`config.mk`:
```
export PLATFORM = sky130hd
export DESIGN_NAME = bucket_tx_scheduler
export DESIGN_NICKNAME = d
export VERILOG_FILES = /design/src/rtl/bucket_tx_scheduler_pkg.sv /design/src/rtl/bucket_byte_mux.sv /design/src/rtl/bucket_tx_scheduler.sv
export SDC_FILE = /design/constraint.sdc
export NUM_CORES = 2
export LEC_CHECK = 0
export ABC_AREA = 0
export CAP_MARGIN = 25
export CORE_AREA = 2 2 350 352
export DETAILED_ROUTE_END_ITERATION = 7
export DIE_AREA = 0 0 352 354
export PLACE_DENSITY = 0.6
export SYNTH_ARGS = -nofsm -noshare
export SYNTH_HDL_FRONTEND = slang
export SYNTH_SLANG_ARGS = --single-unit
```
`constraint.sdc`:
```
create_clock -name clk -period 38.5 [get_ports clk]
set_input_delay 5.775 -clock clk [delete_from_list [all_inputs] [get_ports clk]]
set_output_delay 5.775 -clock clk [all_outputs]
set_load 0.05 [all_outputs]
```
`src/rtl/bucket_tx_scheduler_pkg.sv`:
```
// ============================================================================
// Module      : bucket_tx_scheduler_pkg
// Description : Shared state encoding, width helper and defaults for the
//               snapshot-to-UART dump scheduler.
// Revision    : 1.0 - initial release
// ============================================================================
`default_nettype none

package bucket_tx_scheduler_pkg;

    localparam int NBIT_DATA_LEN_DEFAULT = 8;

    typedef enum logic [0:0] {
        ST_IDLE = 1'b0,
        ST_XMIT = 1'b1
    } state_t;

    // Bits needed to index 'value' distinct items (ceil(log2(value))).
    function automatic int clogb2(input int value);
        int v;
        int n;
        v = value - 1;
        n = 0;
        for (int i = 0; i < 32; i++) begin
            if (v > 0) begin
                n = n + 1;
                v = v >> 1;
            end
        end
        return n;
    endfunction

endpackage

`default_nettype wire

```
`src/rtl/bucket_byte_mux.sv`:
```
// ============================================================================
// Module      : bucket_byte_mux
// Description : Combinational byte selector over the frozen snapshot.
// Revision    : 1.0 - initial release
// ============================================================================
`default_nettype none

module bucket_byte_mux
    import bucket_tx_scheduler_pkg::*;
#(
    parameter int NBIT_DATA_LEN = NBIT_DATA_LEN_DEFAULT,
    parameter int len_bucket    = 864,
    parameter int len_contador  = clogb2(len_bucket / NBIT_DATA_LEN)
) (
    input  logic [len_bucket-1:0]    i_shadow,
    input  logic [len_contador-1:0]  i_idx,
    output logic [NBIT_DATA_LEN-1:0] o_byte
);

    localparam int c_n_bytes = len_bucket / NBIT_DATA_LEN;

    logic [NBIT_DATA_LEN-1:0] w_bytes [c_n_bytes];

    generate
        for (genvar gi = 0; gi < c_n_bytes; gi++) begin : g_bytes
            assign w_bytes[gi] = i_shadow[gi*NBIT_DATA_LEN +: NBIT_DATA_LEN];
        end
    endgenerate

    // Indices past the last byte read as zero rather than aliasing.
    always_comb begin
        o_byte = '0;
        if (32'(i_idx) < c_n_bytes) begin
            o_byte = w_bytes[i_idx];
        end
    end

endmodule

`default_nettype wire

```
`src/rtl/bucket_tx_scheduler.sv`:
```
// ============================================================================
// Module      : bucket_tx_scheduler
// Description : Freezes the snapshot bus on start and feeds it LSB byte first
//               to the UART transmitter, pulsing done after the last byte.
// Revision    : 1.0 - initial release
// ============================================================================
`default_nettype none

module bucket_tx_scheduler
    import bucket_tx_scheduler_pkg::*;
#(
    parameter int NBIT_DATA_LEN = NBIT_DATA_LEN_DEFAULT,
    parameter int len_bucket    = 864,
    parameter int len_contador  = clogb2(len_bucket / NBIT_DATA_LEN)
) (
    input  logic                     clk,
    input  logic                     reset,
    input  logic                     start,
    input  logic [len_bucket-1:0]    bucket,
    input  logic                     tx_done_tick,
    output logic                     tx_start,
    output logic [NBIT_DATA_LEN-1:0] data_out,
    output logic                     busy,
    output logic                     done,
    output logic [len_contador-1:0]  byte_idx
);

    localparam int                      c_n_bytes  = len_bucket / NBIT_DATA_LEN;
    localparam logic [len_contador-1:0] c_last_idx = len_contador'(c_n_bytes - 1);

    state_t                   r_state,    w_state_nxt;
    logic [len_bucket-1:0]    r_shadow,   w_shadow_nxt;
    logic                     r_tx_start, w_tx_start_nxt;
    logic [NBIT_DATA_LEN-1:0] r_data_out, w_data_out_nxt;
    logic                     r_busy,     w_busy_nxt;
    logic                     r_done,     w_done_nxt;
    logic [len_contador-1:0]  r_byte_idx, w_byte_idx_nxt;
    logic [len_contador-1:0]  w_idx_inc;
    logic [NBIT_DATA_LEN-1:0] w_next_byte;

    assign w_idx_inc = r_byte_idx + len_contador'(1);

    bucket_byte_mux #(
        .NBIT_DATA_LEN (NBIT_DATA_LEN),
        .len_bucket    (len_bucket),
        .len_contador  (len_contador)
    ) u_byte_mux (
        .i_shadow (r_shadow),
        .i_idx    (w_idx_inc),
        .o_byte   (w_next_byte)
    );

    always_ff @(posedge clk or posedge reset) begin
        if (reset) begin
            r_state    <= ST_IDLE;
            r_shadow   <= '0;
            r_tx_start <= 1'b0;
            r_data_out <= '0;
            r_busy     <= 1'b0;
            r_done     <= 1'b0;
            r_byte_idx <= '0;
        end else begin
            r_state    <= w_state_nxt;
            r_shadow   <= w_shadow_nxt;
            r_tx_start <= w_tx_start_nxt;
            r_data_out <= w_data_out_nxt;
            r_busy     <= w_busy_nxt;
            r_done     <= w_done_nxt;
            r_byte_idx <= w_byte_idx_nxt;
        end
    end

    always_comb begin
        w_state_nxt    = r_state;
        w_shadow_nxt   = r_shadow;
        w_tx_start_nxt = 1'b0;
        w_data_out_nxt = r_data_out;
        w_busy_nxt     = r_busy;
        w_done_nxt     = 1'b0;
        w_byte_idx_nxt = r_byte_idx;
        unique case (r_state)
            ST_IDLE: begin
                // A start overlapping the done pulse is dropped.
                if (start && !r_done) begin
                    w_shadow_nxt   = bucket;
                    w_byte_idx_nxt = '0;
                    w_data_out_nxt = bucket[NBIT_DATA_LEN-1:0];
                    w_tx_start_nxt = 1'b1;
                    w_busy_nxt     = 1'b1;
                    w_state_nxt    = ST_XMIT;
                end
            end
            ST_XMIT: begin
                // The UART cannot finish a byte in the cycle it is loaded.
                if (tx_done_tick && !r_tx_start) begin
                    if (r_byte_idx == c_last_idx) begin
                        w_busy_nxt  = 1'b0;
                        w_done_nxt  = 1'b1;
                        w_state_nxt = ST_IDLE;
                    end else begin
                        w_byte_idx_nxt = w_idx_inc;
                        w_data_out_nxt = w_next_byte;
                        w_tx_start_nxt = 1'b1;
                    end
                end
            end
            default: w_state_nxt = ST_IDLE;
        endcase
    end

    assign tx_start = r_tx_start;
    assign data_out = r_data_out;
    assign busy     = r_busy;
    assign done     = r_done;
    assign byte_idx = r_byte_idx;

endmodule

`default_nettype wire

```
; Word-level counts from Yosys, hierarchy flattened
; Index checks and enable logic that the tools add are counted.
[totals]
reg_bits = 883
output_inout_bits = 18
word_cells = 49
inputBits = 868
[classes]
n_reduce_logical = 7
bitwise_logic = 2
muxes = 25
n_eq_ne = 5
addsub = 1
n_lt_le_gt_ge = 2
[ops]
columns = operator, n
row1 = 8-bit binary-select mux with 7-bit select, 1
row2 = 8-bit 2-to-1 mux, 6
row3 = 7-bit 2-to-1 mux, 3
row4 = 8-bit one-hot mux with 2 select lines, 1
row5 = 7-bit one-hot mux with 2 select lines, 1
row6 = 1-bit 2-to-1 mux, 10
row7 = "8-bit greater-or-equal comparator, second input constant", 1
row8 = 7-bit inverter with 8-bit output, 1
row9 = "7-bit by 1-bit adder with 7-bit output, second input constant", 1
row10 = "7-bit equality test, second input constant", 1
row11 = "7-bit less-than comparator, second input constant", 1
row12 = 1-bit one-hot mux with 2 select lines, 3
row13 = 3-bit AND reduction, 2
row14 = "2-bit by 1-bit inequality test with 1-bit output, second input constant", 2
row15 = "2-bit inequality test, second input constant", 2
row16 = 1-bit logical AND, 2
row17 = 1-bit logical NOT, 2
row18 = 2-bit AND reduction, 1
row19 = 1-bit inverter, 1

; Logic depth before layout (Yosys ltp)
[depth]
ltp_word = 9
depth_mapped = 11
ltp_nobuf = 7

; By module
; A second synthesis with hierarchy kept.
[hier_totals]
hier_cells = 4334
area_unflattened_um2 = 41064.4
[modules_own_cells]
columns = module, instances, area_per_inst_um2, cells_per_inst
row1 = bucket_tx_scheduler, 1, 33856.2, 3731
row2 = bucket_byte_mux, 1, 7208.2, 603

; Worst setup path before layout
; OpenSTA, ideal clock, no wires.
[synth_path]
path_kind = input -> register
startpoint = input start
endpoint = register r_shadow[376]
path_stages = 6
setup_ps = 65
n_path_buf = 3
required_time_ps = 38435
arrival_time_ps = 7196
path_slack_ps = 31239
path_cell_list = nor3b_1 -> clkbuf_1 -> buf_1 -> buf_1 -> nand2_1 -> nand2_1
[synth_via]
elab_chain_cells = 2
[synth_rtl]
columns = item, line_no
row1 = "start, declared", bucket_tx_scheduler.sv:18  ; input logic start,
row2 = 1-bit logical AND, bucket_tx_scheduler.sv:84  ; if (start && !r_done) begin
row3 = 2-bit AND reduction (no source line), -
row4 = "end signal, assigned", bucket_tx_scheduler.sv:64  ; r_shadow <= w_shadow_nxt;
row5 = "end, declared", bucket_tx_scheduler.sv:32  ; logic [len_bucket-1:0] r_shadow, w_shadow_nxt;
; Every way passes these cells.
; A chain may end at the register's enable or synchronous reset.

; Worst setup path after layout
[layout_path]
startpoint = input start
endpoint = register r_shadow[691]
; Same word-level chain as after synthesis.

==> summary.txt <==
Outcome
  • Outcome: complete, no violations

Die
  • Initial core utilization: 0.335
  • I/O pin count: 886
  • Die width: ~350 um
  • Core box area: 121000 sq um
  • Die ar.: 125000 sq um
  • FP Rows: 128
  • Die height: 354 um

Worst setup path
  • CP top delay family: buffers and inverters
  • Crit path launch type: input port
  • Crit path max fanout: 237
  • WP data required: 39.12 ns
  • CP max stage cell: buf_4
  • Crit Path Category: input port to flop
  • Arrival @ worst endpoint: 11.01 ns
  • Crit. End Element: flop
  • Crit path buffers/inverters: 7
  • Max incr delay on CP: 0.82 ns
  • CP cell instances: clkdlybuf4s50_1 > nand3b_1 > buf_12 > buf_4 > buf_4 > buf_4 > buf_16 > buf_4 > nand2_1 > nand2_1
  • Most used cell, CP: buf_4

Synthesis
  • Post-synthesis sequential area ratio: 0.546
  • Synth top area cells: dfrtp_1 (55%), nand2_1 (25%), mux4_2 (10%), clkbuf_1 (1.9%), mux2i_1 (1.4%)
  • Synth Instances: 4439
  • Netlist cell types: 61
  • Synth cell count leaders: nand2_1 (2721), dfrtp_1 (883), clkbuf_1 (208), mux4_2 (187), mux2i_1 (55)
  • Count leader, synth: nand2_1
  • Syn_nets: 5308
  • Leading area contributor after synthesis: dfrtp_1
  • Ys async rst share: 1.00
  • FF+latch count, synth: around 880
  • Area share of the largest cell type after synthesis: 0.546
  • Post-synth EDFFs: 0
  • Mapped cell area: between 40000 and 50000 sq um
  • Yosys Warn Count: 0
  • Main synth FF type: dfrtp_1
  • Mean Syn Cell Area: 9.11 sq um

Power
  • Overall Power: 3.15 mW
  • Clock share of power: 0.306
  • Leak: around 26 nW
  • Peak VDD IR: ~0.072 mV
  • Sw power: roughly 1.1 mW
  • Logic gate share of total power: 0.334
  • Pint: 2.08 mW
  • Reg power frac: 0.360
  • Pwr dens: slightly below 60 nW/um^2
  • Sw frac: 0.339

Placed design
  • Port Buffers: 885
  • Placer congestion estimate: 0.895
  • HPWL Detailed: around 110000 um
  • Post-placement cell area: 50700 sq um

STA
  • Final Critical Period: 10.39 ns
  • Tcrit/Tclk final: 0.270
  • RSZ-0062 raised after global routing: no
  • Final Hold Viols: 0
  • Final Max Tran Viols: 0
  • Fin Setup TNS: 0 ns
  • Worst-margin pin slew: 1.19 ns
  • Final setup vio count: 0
  • Fmax: 96.2 MHz
  • Worst Clk Skew: between 0.015 and 0.02 ns
  • Worst relative slew slack: 0.208

Drt
  • Metal2 WL: 74000 um
  • Top Metal Used: met5
  • Post-Route M1 WL: 65200 um
  • DR vias: 34200
  • Routed wl met3: 10100 um
  • 1st-pass router iterations: 7
  • Average routed wire per standard cell: about 22 um
  • Detailed Route WL: 155000 um
  • Vias per inst: 4.94
  • DR iter-0 viols: 2864
  • Remaining antenna violation count: 0
  • Remaining routing DRC violations: 0

Clock network
  • CTS Buffer Depth: 3
  • Clk_lat worst skew: between 0.6 and 0.7 ns
  • Post CTS Setup Buffer Count: 0
  • Clock Sinks: just under 900
  • TritonCTS clock tree: done
  • Cts-stage hold buffer count: 0
  • CTS clk-pin slew, worst paths: 0.06 ns
  • H-tree lvl count: 3
  • Clock root cell: clkbuf_16
  • CTS resizes: 0
  • Total CTS buffers: 100

Global route
  • Global-route wire length before repair: between 200000 and 250000 um
  • Grt ovf: 0
  • Number of global-route vias before repair: 34700
  • Tot GR Track Use: 0.244
  • Pin count of the biggest net entering global routing: approximately 240
  • Antenna violations before repair: 45

Layout
  • Area growth syn-to-layout: 34.0%
  • Cell area after layout: between 50000 and 60000 sq um
  • Share of post-route cells with drive strength above 1: 0.0798
  • Final core utilization: 0.448
  • Nets@finish: ~6000

Job
  • Max-cap violations: 0

Hold path
  • Hold Path Class: flop to flop
==> worst paths after layout <==
kind                                 end  slack [ns]          start  depth (start not counted)
max                        r_shadow[691]       28.11          start                         10
min                        r_shadow[694]        0.47  r_shadow[694]                          2
max reg2reg                r_shadow[691]       33.26        r_state                          9
min reg2reg                r_shadow[694]        0.47  r_shadow[694]                          2
max in group asynchronous  r_shadow[622]       28.64          reset                         10
min in group asynchronous  r_shadow[380]        5.61          reset                          2
==> power groups by stage <==
stage / registers [mW] / logic, mW / clock network [mW]
CTS: 1.13 / 1.07 / 0.980
floorplan: 1.13 / 0.637 / 0
global route: 1.15 / 1.13 / 1.02
detailed placement: 1.15 / 1.07 / 0
global placement: 1.15 / 1.06 / 0
finish: 1.13 / 1.05 / 0.964
==> layout make-up <==
type,instances,area [sq um]
antenna,28,70.1
tap,1625,2030
inverter,5,26.3
clock buffer,150,2950
fill,11600,66700
clock inverter,25,332
timing repair buffer,946,9550
multi-input combinational,3267,17100
sequential,883,22100
==> worst reg2reg max path, stage by stage (launching register included) <==
cell	delay, ns
dfrtp_1	0.41
nand3b_1	0.48
buf_12	0.66
buf_4	0.88
buf_4	0.88
buf_4	0.36
buf_16	0.31
buf_4	0.90
nand2_1	0.21
nand2_1	0.10
==> flip-flops by register name (all words and copies together) (netlist names) <==
name	cells
r_shadow	864
done	1
busy	1
data_out	8
byte_idx	7
tx_start	1
r_state	1
==> per-stage QoR <==
stage               worst slack (ns)  hold slack [ns]  cells
floorplan                       7.91            0.440   4439
global placement               27.04            0.452   6716
detailed placement             27.00            0.457   6718
CTS                            27.73            0.471   6893
global route                   27.66            0.489   6925
finish                         28.11            0.466   6929
==> cells in the final DEF (no fill, tap or decap), types with 3 or more instances in the layout <==
cell             synthesis  routed
nand2_1               2721    2721
clkdlybuf4s50_1          0     885
dfrtp_1                883     882
mux4_2                 187     187
clkbuf_16                0     101
mux2i_1                 55      55
nand3_1                 50      50
buf_4                   27      46
diode_2                  0      28
a221oi_1                25      25
clkbuf_1               208      25
and2_1                  24      24
clkbuf_8                 0      24
o21ai_0                 23      23
a32oi_1                 23      23
nor2_1                  17      15
a31oi_1                 15      14
nand4_1                 13      13
a21oi_1                 12      12
a211oi_1                10      10
clkinv_2                 0       9
and3_1                   8       8
buf_16                   0       8
and4_1                   6       6
a21o_1                   6       6
bufinv_16                0       6
mux2_2                   5       5
a2111oi_1                0       5
or2_0                    5       5
o311ai_0                 5       5
buf_12                   0       5
inv_1                    5       4
o21ai_1                  3       3
o211ai_1                 3       3
mux2_1                   3       3
inv_6                    0       3
clkinvlp_4               0       3
==> per-layer routing <==
layer / global-route usage / up-vias
met1: 0.323 / 16900
met3: 0.0531 / 249
li1: - / 15800
met5: 0 / -
met4: 0.0837 / 24
met2: 0.396 / 1197
==> logic make-up (layout without fill, tap and decap cells) <==
family | count (synthesis) | after routing | synth area share
AND/OR/NAND/NOR | 2862 | 2862 | 0.273
XOR/XNOR | 8 | 8 | 0.00229
flip-flops | 883 | 883 | 0.546
adder cells (fa/ha/maj) | 1 | 1 | 0.000309
multiplexers | 250 | 250 | 0.120
AO/OA/AOI/OAI | 146 | 146 | 0.0267
other | 0 | 28 | 0
buffers and inverters | 289 | 1126 | 0.0320
No activity file was read; power rests on OpenSTA's default activity.
